File: src/rtl/cal_pkg.sv
// Shared calendar types: weekday FSM states, weekday codes and Gregorian month-length helpers.
// Leap rule yy%4==0 is exact for the 2000-2099 window held by the 0..99 year register.
package cal_pkg;

  typedef enum logic [2:0] {
    IDLE,
    SUM,
    RED56,
    RED7,
    DONE
  } cal_state_t;

  localparam logic [2:0] DOW_SAT = 3'd0;
  localparam logic [2:0] DOW_SUN = 3'd1;
  localparam logic [2:0] DOW_MON = 3'd2;
  localparam logic [2:0] DOW_TUE = 3'd3;
  localparam logic [2:0] DOW_WED = 3'd4;
  localparam logic [2:0] DOW_THU = 3'd5;
  localparam logic [2:0] DOW_FRI = 3'd6;

  function automatic logic is_leap(input logic [7:0] yy);
    return (yy[1:0] == 2'b00);
  endfunction

  // Returns 0 for an out-of-range month so any day value fails validation.
  function automatic logic [7:0] days_in_month(input logic [7:0] month, input logic leap);
    case (month)
      8'd1, 8'd3, 8'd5, 8'd7, 8'd8, 8'd10, 8'd12: return 8'd31;
      8'd4, 8'd6, 8'd9, 8'd11:                    return 8'd30;
      8'd2:                                       return leap ? 8'd29 : 8'd28;
      default:                                    return 8'd0;
    endcase
  endfunction

endpackage

File: src/rtl/cal_dow_engine.sv
// Zeller weekday engine: one summing cycle, then iterative mod-7 reduction by 56 and 7.
// Latency start-to-done <= 16 cycles; start is ignored while busy, inputs must hold until done.
module cal_dow_engine
  import cal_pkg::*;
#(
  parameter int unsigned CENTURY = 20
) (
  input  logic       clk,
  input  logic       rst_n,
  input  logic       start,
  input  logic [7:0] yy,
  input  logic [7:0] month,
  input  logic [7:0] day,
  output logic       busy,
  output logic       done,
  output logic [2:0] dow
);

  cal_state_t state, state_nx;
  logic [8:0] acc, acc_nx;
  logic [4:0] m;
  logic [7:0] k;
  logic [7:0] j;
  logic [9:0] sum;

  // Jan/Feb count as months 13/14 of the previous year; 2000 borrows into the prior century.
  always_comb begin
    m = month[4:0];
    k = yy;
    j = 8'(CENTURY);
    if (month <= 8'd2) begin
      m = month[4:0] + 5'd12;
      if (yy == 8'd0) begin
        k = 8'd99;
        j = 8'(CENTURY - 1);
      end else begin
        k = yy - 8'd1;
      end
    end
    sum = {2'b00, day}
        + ((10'd13 * ({5'b0, m} + 10'd1)) / 10'd5)
        + {2'b00, k}
        + {4'b0000, k[7:2]}
        + {4'b0000, j[7:2]}
        + (10'd5 * {2'b00, j});
  end

  always_ff @(posedge clk or negedge rst_n) begin
    if (!rst_n) begin
      state <= IDLE;
      acc   <= '0;
    end else begin
      state <= state_nx;
      acc   <= acc_nx;
    end
  end

  always_comb begin
    state_nx = state;
    acc_nx   = acc;
    case (state)
      IDLE: if (start) state_nx = SUM;
      SUM: begin
        acc_nx   = sum[8:0];
        state_nx = RED56;
      end
      RED56: begin
        if (acc >= 9'd56) acc_nx = acc - 9'd56;
        else              state_nx = RED7;
      end
      RED7: begin
        if (acc >= 9'd7) acc_nx = acc - 9'd7;
        else             state_nx = DONE;
      end
      DONE:    state_nx = IDLE;
      default: state_nx = IDLE;
    endcase
  end

  assign busy = (state != IDLE);
  assign done = (state == DONE);
  assign dow  = acc[2:0];

endmodule

File: src/rtl/calendar_date_ctrl.sv
// Calendar date owner: daily advance, validated set-date, weekday via cal_dow_engine; CAL_WEEK_TICK_EN adds week_tick.
// Tick/set take effect in one cycle when idle; weekday recompute <= 16 cycles after start.
// Ticks arriving while busy are held in a 1-deep pending flag; set_req waits while busy or pending.
module calendar_date_ctrl
  import cal_pkg::*;
#(
  parameter int unsigned CENTURY     = 20,
  parameter int unsigned RESET_YEAR  = 0,
  parameter int unsigned RESET_MONTH = 1,
  parameter int unsigned RESET_DAY   = 1
) (
  input  logic       clk,
  input  logic       rst_n,
  input  logic       day_tick,
  input  logic       set_req,
  input  logic [7:0] set_year,
  input  logic [7:0] set_month,
  input  logic [7:0] set_day,
  output logic [7:0] year,
  output logic [7:0] month,
  output logic [7:0] day,
  output logic [2:0] day_of_week,
  output logic       dow_valid,
  output logic       busy,
  output logic       set_ack,
  output logic       set_err
`ifdef CAL_WEEK_TICK_EN
  , output logic     week_tick
`endif
);

  logic [7:0] yy_q, month_q, day_q;
  logic [2:0] dow_q;
  logic       dow_valid_q, pending_q, init_q, set_ack_q, set_err_q;
  logic       eng_busy, eng_done, eng_start;
  logic [2:0] eng_dow;
  logic       can_act, do_set, set_ok, do_tick, year_wrap;
  logic [7:0] cur_dim, set_dim, nx_yy, nx_month, nx_day;
  logic [2:0] dow_inc;

  always_comb begin
    cur_dim = days_in_month(month_q, is_leap(yy_q));
    set_dim = days_in_month(set_month, is_leap(set_year));
    set_ok  = (set_year <= 8'd99) && (set_month >= 8'd1) && (set_month <= 8'd12) &&
              (set_day >= 8'd1) && (set_day <= set_dim);
    can_act = !eng_busy && !init_q;
    // Skip the cycle of a set_err pulse so a requester still holding set_req is not rejected twice.
    do_set  = can_act && !pending_q && set_req && !set_err_q;
    do_tick = can_act && (pending_q || (day_tick && !do_set));

    nx_yy     = yy_q;
    nx_month  = month_q;
    nx_day    = day_q;
    year_wrap = 1'b0;
    if (day_q < cur_dim) begin
      nx_day = day_q + 8'd1;
    end else begin
      nx_day = 8'd1;
      if (month_q >= 8'd12) begin
        nx_month = 8'd1;
        if (yy_q >= 8'd99) begin
          nx_yy     = 8'd0;
          year_wrap = 1'b1;
        end else begin
          nx_yy = yy_q + 8'd1;
        end
      end else begin
        nx_month = month_q + 8'd1;
      end
    end
    dow_inc   = (dow_q == DOW_FRI) ? DOW_SAT : dow_q + 3'd1;
    eng_start = init_q || (do_set && set_ok) || (do_tick && year_wrap);
  end

  always_ff @(posedge clk or negedge rst_n) begin
    if (!rst_n) begin
      yy_q        <= 8'(RESET_YEAR);
      month_q     <= 8'(RESET_MONTH);
      day_q       <= 8'(RESET_DAY);
      dow_q       <= DOW_SAT;
      dow_valid_q <= 1'b0;
      pending_q   <= 1'b0;
      init_q      <= 1'b1;
      set_ack_q   <= 1'b0;
      set_err_q   <= 1'b0;
    end else begin
      init_q    <= 1'b0;
      set_ack_q <= do_set && set_ok;
      set_err_q <= do_set && !set_ok;

      if (day_tick && !can_act)
        pending_q <= 1'b1;
      else if (do_tick)
        pending_q <= 1'b0;

      if (do_set && set_ok) begin
        yy_q    <= set_year;
        month_q <= set_month;
        day_q   <= set_day;
      end else if (do_tick) begin
        yy_q    <= nx_yy;
        month_q <= nx_month;
        day_q   <= nx_day;
      end

      if (eng_start) begin
        dow_valid_q <= 1'b0;
      end else if (eng_done) begin
        dow_q       <= eng_dow;
        dow_valid_q <= 1'b1;
      end else if (do_tick) begin
        dow_q <= dow_inc;
      end
    end
  end

  cal_dow_engine #(
    .CENTURY(CENTURY)
  ) u_engine (
    .clk  (clk),
    .rst_n(rst_n),
    .start(eng_start),
    .yy   (yy_q),
    .month(month_q),
    .day  (day_q),
    .busy (eng_busy),
    .done (eng_done),
    .dow  (eng_dow)
  );

`ifdef CAL_WEEK_TICK_EN
  logic week_tick_q;

  always_ff @(posedge clk or negedge rst_n) begin
    if (!rst_n)
      week_tick_q <= 1'b0;
    else
      week_tick_q <= (eng_done && (eng_dow == DOW_SUN)) ||
                     (do_tick && !year_wrap && (dow_inc == DOW_SUN));
  end

  assign week_tick = week_tick_q;
`endif

  assign year        = yy_q;
  assign month       = month_q;
  assign day         = day_q;
  assign day_of_week = dow_q;
  assign dow_valid   = dow_valid_q;
  assign busy        = eng_busy;
  assign set_ack     = set_ack_q;
  assign set_err     = set_err_q;

endmodule

File: config.mk
export PLATFORM = sky130hd
export DESIGN_NAME = calendar_date_ctrl
export DESIGN_NICKNAME = d
export VERILOG_FILES = /design/src/rtl/cal_pkg.sv /design/src/rtl/cal_dow_engine.sv /design/src/rtl/calendar_date_ctrl.sv
export SDC_FILE = /design/constraint.sdc
export NUM_CORES = 1
export LEC_CHECK = 0
export CORE_MARGIN = 5
export CORE_UTILIZATION = 59
export DETAILED_ROUTE_END_ITERATION = 8
export HOLD_SLACK_MARGIN = 0.12
export PLACE_DENSITY_LB_ADDON = 0.3
export SLEW_MARGIN = 15
export SYNTH_ARGS = -nofsm -noshare
export SYNTH_HDL_FRONTEND = slang
export SYNTH_SLANG_ARGS = --single-unit
File: constraint.sdc
create_clock -name clk -period 14.2 [get_ports clk]
set_input_delay 3.55 -clock clk [delete_from_list [all_inputs] [get_ports clk]]
set_output_delay 3.55 -clock clk [all_outputs]
set_load 0.1 [all_outputs]
==> impl_results.html <==
<table>
<tr><th>Metric</th><th>Value</th></tr>
<tr><th colspan="2">Clock network</th></tr>
<tr><td>Number of H-tree levels</td><td>2</td></tr>
<tr><td>Post-CTS setup-driven buffer insertion count</td><td>0</td></tr>
<tr><td>Total clock sinks</td><td>44</td></tr>
<tr><td>Num CTS Buffers</td><td>5</td></tr>
<tr><td>Clock transition at the registers of the reported paths</td><td>90 ps</td></tr>
<tr><td>Number of gates resized after cts</td><td>0</td></tr>
<tr><td>Buffer cell driving the clock tree root</td><td>clkbuf_8</td></tr>
<tr><td>CTS tree</td><td>done</td></tr>
<tr><td>Later-pin clock latency in the skew report</td><td>310 ps</td></tr>
<tr><td>Largest buffer count on any clock path</td><td>2</td></tr>
<tr><td>Number of hold buffers added after CTS</td><td>0</td></tr>
<tr><th colspan="2">Logic synthesis</th></tr>
<tr><td>Leading cell types by count after synthesis</td><td>inv_1 (74), nor2_1 (69), ha_1 (58)</td></tr>
<tr><td>Yosys reg bits</td><td>44</td></tr>
<tr><td>Number of enable flip-flop cells after synthesis</td><td>0</td></tr>
<tr><td>Synthesized Nets</td><td>822</td></tr>
<tr><td>Dominant cell type by area after synthesis</td><td>dfrtp_1</td></tr>
<tr><td>YS warnings</td><td>0</td></tr>
<tr><td>Share of Yosys cell area claimed by the top area cell type</td><td>17.9%</td></tr>
<tr><td>Prevailing post-synth register cell</td><td>dfrtp_1</td></tr>
<tr><td>Synthesized area divided by synthesized cell count</td><td>8.08 sq um</td></tr>
<tr><td>Largest cells by area after synthesis</td><td>dfrtp_1 (18%), ha_1 (13%), fa_1 (8.7%)</td></tr>
<tr><td>Top-count cell post-synth</td><td>inv_1</td></tr>
<tr><td>Area of the mapped netlist</td><td>5750 sq um</td></tr>
<tr><td>Cell count after synthesis</td><td>711</td></tr>
<tr><td>Netlist cell types</td><td>87</td></tr>
<tr><td>Share of synthesized flip-flops with an asynchronous set or reset</td><td>100%</td></tr>
<tr><td>Sequential fraction of the synthesis area</td><td>19.2%</td></tr>
<tr><th colspan="2">Detailed routing</th></tr>
<tr><td>First-pass detailed-route iteration total</td><td>5</td></tr>
<tr><td>Routed length per instance</td><td>17.0 microns</td></tr>
<tr><td>Number of vias per cell after detailed routing</td><td>6.29</td></tr>
<tr><td>DRC violation count after routing</td><td>0</td></tr>
<tr><td>Detailed route wirelength on metal2</td><td>7450 microns</td></tr>
<tr><td>Highest routed layer</td><td>met4</td></tr>
<tr><td>Starting DRT DRC Count</td><td>371</td></tr>
<tr><td>Met3 WL post-DR</td><td>691 microns</td></tr>
<tr><td>Drt total wl</td><td>15,000 microns</td></tr>
<tr><td>Overall via count from detail_route</td><td>5,558</td></tr>
<tr><td>Number of antenna-violating nets in the routed design</td><td>0</td></tr>
<tr><td>Post-Route M1 WL</td><td>6400 microns</td></tr>
<tr><th colspan="2">Global route</th></tr>
<tr><td>Number of global-route vias before repair</td><td>5,330</td></tr>
<tr><td>Maximum number of pins on one net before global-route repair</td><td>45</td></tr>
<tr><td>Overflow left after global routing</td><td>0</td></tr>
<tr><td>Overall global routing resource usage</td><td>26.2%</td></tr>
<tr><td>Number of antenna violations at the first check in global routing</td><td>0</td></tr>
<tr><td>First-pass GRT wire length</td><td>25,100 microns</td></tr>
<tr><th colspan="2">STA</th></tr>
<tr><td>Final total negative setup slack</td><td>0 ps</td></tr>
<tr><td>Slew margin rel.</td><td>29.3%</td></tr>
<tr><td>Final slew viol count</td><td>0</td></tr>
<tr><td>Time the worst path needs with I/O delays and setup</td><td>11,120 ps</td></tr>
<tr><td>Smallest hold slack</td><td>537 ps</td></tr>
<tr><td>Period utilization</td><td>78.3%</td></tr>
<tr><td>Unrepaired setup endpoints after global routing</td><td>no</td></tr>
<tr><td>Endpoints failing hold</td><td>0</td></tr>
<tr><td>Maximum clock rate</td><td>0.0899 GHz</td></tr>
<tr><td>Setup violations, final</td><td>0</td></tr>
<tr><td>Tightest Pin Transition</td><td>1060 ps</td></tr>
<tr><td>Worst clock skew</td><td>12.1 ps</td></tr>
<tr><th colspan="2">Critical path</th></tr>
<tr><td>Critical path peak fanout</td><td>11</td></tr>
<tr><td>Launch point of the worst path</td><td>month[2]</td></tr>
<tr><td>Req. time, crit path</td><td>14,400 ps</td></tr>
<tr><td>Reg2reg setup slack</td><td>3080 ps</td></tr>
<tr><td>Crit start category</td><td>register</td></tr>
<tr><td>Slowest-stage cell, CP</td><td>a31oi_1</td></tr>
<tr><td>Critical register-to-register path endpoint</td><td>u_engine.acc[8]</td></tr>
<tr><td>Dominant cell type by count on the critical path</td><td>inv_1</td></tr>
<tr><td>Delay of the slowest cell on the worst path</td><td>800 ps</td></tr>
<tr><td>Worst reg2reg path depth</td><td>44</td></tr>
<tr><td>Arrival time of the worst setup path</td><td>11,320 ps</td></tr>
<tr><td>Worst Path Class, Setup</td><td>reg2reg</td></tr>
<tr><td>Type of destination of the critical path</td><td>register</td></tr>
<tr><td>Worst R2R Start</td><td>month[2]</td></tr>
<tr><th colspan="2">Floorplan</th></tr>
<tr><td>Die width</td><td>109 microns</td></tr>
<tr><td>Placeable core region</td><td>9640 sq um</td></tr>
<tr><td>I/O pin cnt</td><td>59</td></tr>
<tr><td>Initial Utilization</td><td>59.6%</td></tr>
<tr><td>Die Height</td><td>109 microns</td></tr>
<tr><td>Area of the die</td><td>11,800 sq um</td></tr>
<tr><td>Number of placement rows</td><td>36</td></tr>
<tr><th colspan="2">Cells and area</th></tr>
<tr><td>Antenna diode count</td><td>0</td></tr>
<tr><td>Area occupied by multi-input gates</td><td>4250 sq um</td></tr>
<tr><td>Synthesis-to-layout area growth</td><td>12.8%</td></tr>
<tr><td>Final Cell Area</td><td>6480 sq um</td></tr>
<tr><td>Share of layout cells above drive strength 1</td><td>6.13%</td></tr>
<tr><td>Filler cell count in the final layout</td><td>814</td></tr>
<tr><td>Total area of sequential cells</td><td>1100 sq um</td></tr>
<tr><td>Layout Utilization</td><td>67.2%</td></tr>
<tr><td>Final nets</td><td>861</td></tr>
<tr><th colspan="2">Hold path</th></tr>
<tr><td>Type of the worst min-delay path</td><td>reg2reg</td></tr>
<tr><td>WHS Endpoint</td><td>pending_q</td></tr>
<tr><td>Startpoint of the worst hold path</td><td>pending_q</td></tr>
<tr><td>Min-Delay Path Depth</td><td>1</td></tr>
<tr><th colspan="2">Flow run</th></tr>
<tr><td>Max Cap Viol</td><td>0</td></tr>
<tr><th colspan="2">Placement</th></tr>
<tr><td>Total cell area at the placement stage</td><td>6380 sq um</td></tr>
<tr><td>RePlAce Congestion</td><td>0.914</td></tr>
<tr><td>Count of port buffers added during placement</td><td>58</td></tr>
<tr><td>Total half-perimeter wirelength after legalization and detailed placement</td><td>11,900 microns</td></tr>
<tr><th colspan="2">Run status</th></tr>
<tr><td>Status</td><td>complete, no violations</td></tr>
</table>
==> layout by cell type (no fill, tap or decap), types with 6 or more instances in the layout <==
master / instances
a211oi_1: 9
a21o_1: 8
a21oi_1: 52
a22oi_1: 7
a31oi_1: 14
and2_1: 7
clkbuf_8: 6
clkdlybuf4s50_1: 57
dfrtp_1: 41
fa_1: 25
ha_1: 58
inv_1: 74
mux2i_1: 6
nand2_1: 42
nand2b_1: 8
nand3_1: 15
nor2_1: 69
nor2b_1: 10
nor3_1: 25
nor4_1: 10
o211ai_1: 6
o21ai_0: 49
o31ai_1: 6
or3_1: 8
xnor2_1: 21
==> cell families (layout without fill, tap and decap cells) <==
family / Yosys count / in the layout / share of synthesized area [%]
AND/OR/NAND/NOR: 225 / 225 / 20.0
AO/OA/AOI/OAI: 219 / 219 / 26.5
buffers and inverters: 102 / 142 / 6.95
adder cells (fa/ha/maj): 84 / 84 / 21.5
flip-flops: 44 / 44 / 19.2
XOR/XNOR: 26 / 26 / 3.96
multiplexers: 10 / 10 / 1.83
other: 1 / 1 / 0.0653
==> per-layer routing <==
metal	up-vias	track usage, %
met2	193	46.8
li1	2647	-
met4	0	9.29
met3	47	2.61
met5	-	0
met1	2671	33.0
==> worst max-delay path: cells and delay by family (launching register included) <==
family                     cells  cell delay (ps)
AOI/OAI and AO/OA             18             4100
xor gates and xnor gates       1              200
adders and majority gates     10             3740
buffers and inverters          6              500
DFF                            1              520
muxes                          2              230
and+or+nand+nor                7             1710
==> area by class of cell <==
cell class	instances	area share (%)
well taps	133	2.57
multi-input cells	565	65.5
clock inverters	1	0.116
flip-flops and latches	44	17.0
repair buffers	60	9.11
inverters	74	4.29
clock buffers	7	1.33
==> how the worst max path moves through the flow <==
stage                            to  slack [ps]  depth (start not counted)
floorplan           u_engine.acc[8]        3690                         46
global placement    u_engine.acc[8]        3670                         44
detailed placement  u_engine.acc[8]        3220                         43
CTS                 u_engine.acc[8]        3130                         43
global route        u_engine.acc[8]        2180                         44
finish              u_engine.acc[8]        3080                         44
==> metrics by stage <==
step	instances	setup WS [ps]
after detailed placement	876	3220
after floorplan	711	3690
after global placement	876	3670
after global routing	884	2180
final	884	3080
after CTS	884	3130
==> flip-flops by register name, summed over array words and instances, names as in the netlist, 3 cells and up <==
name	flops
year	8
day_of_week	3
day	8
u_engine.acc	9
u_engine.state	3
month	8
Power is left out: the tool's default activity adds up to more than one toggle a clock period on the data nets, which glitch-free logic cannot reach.
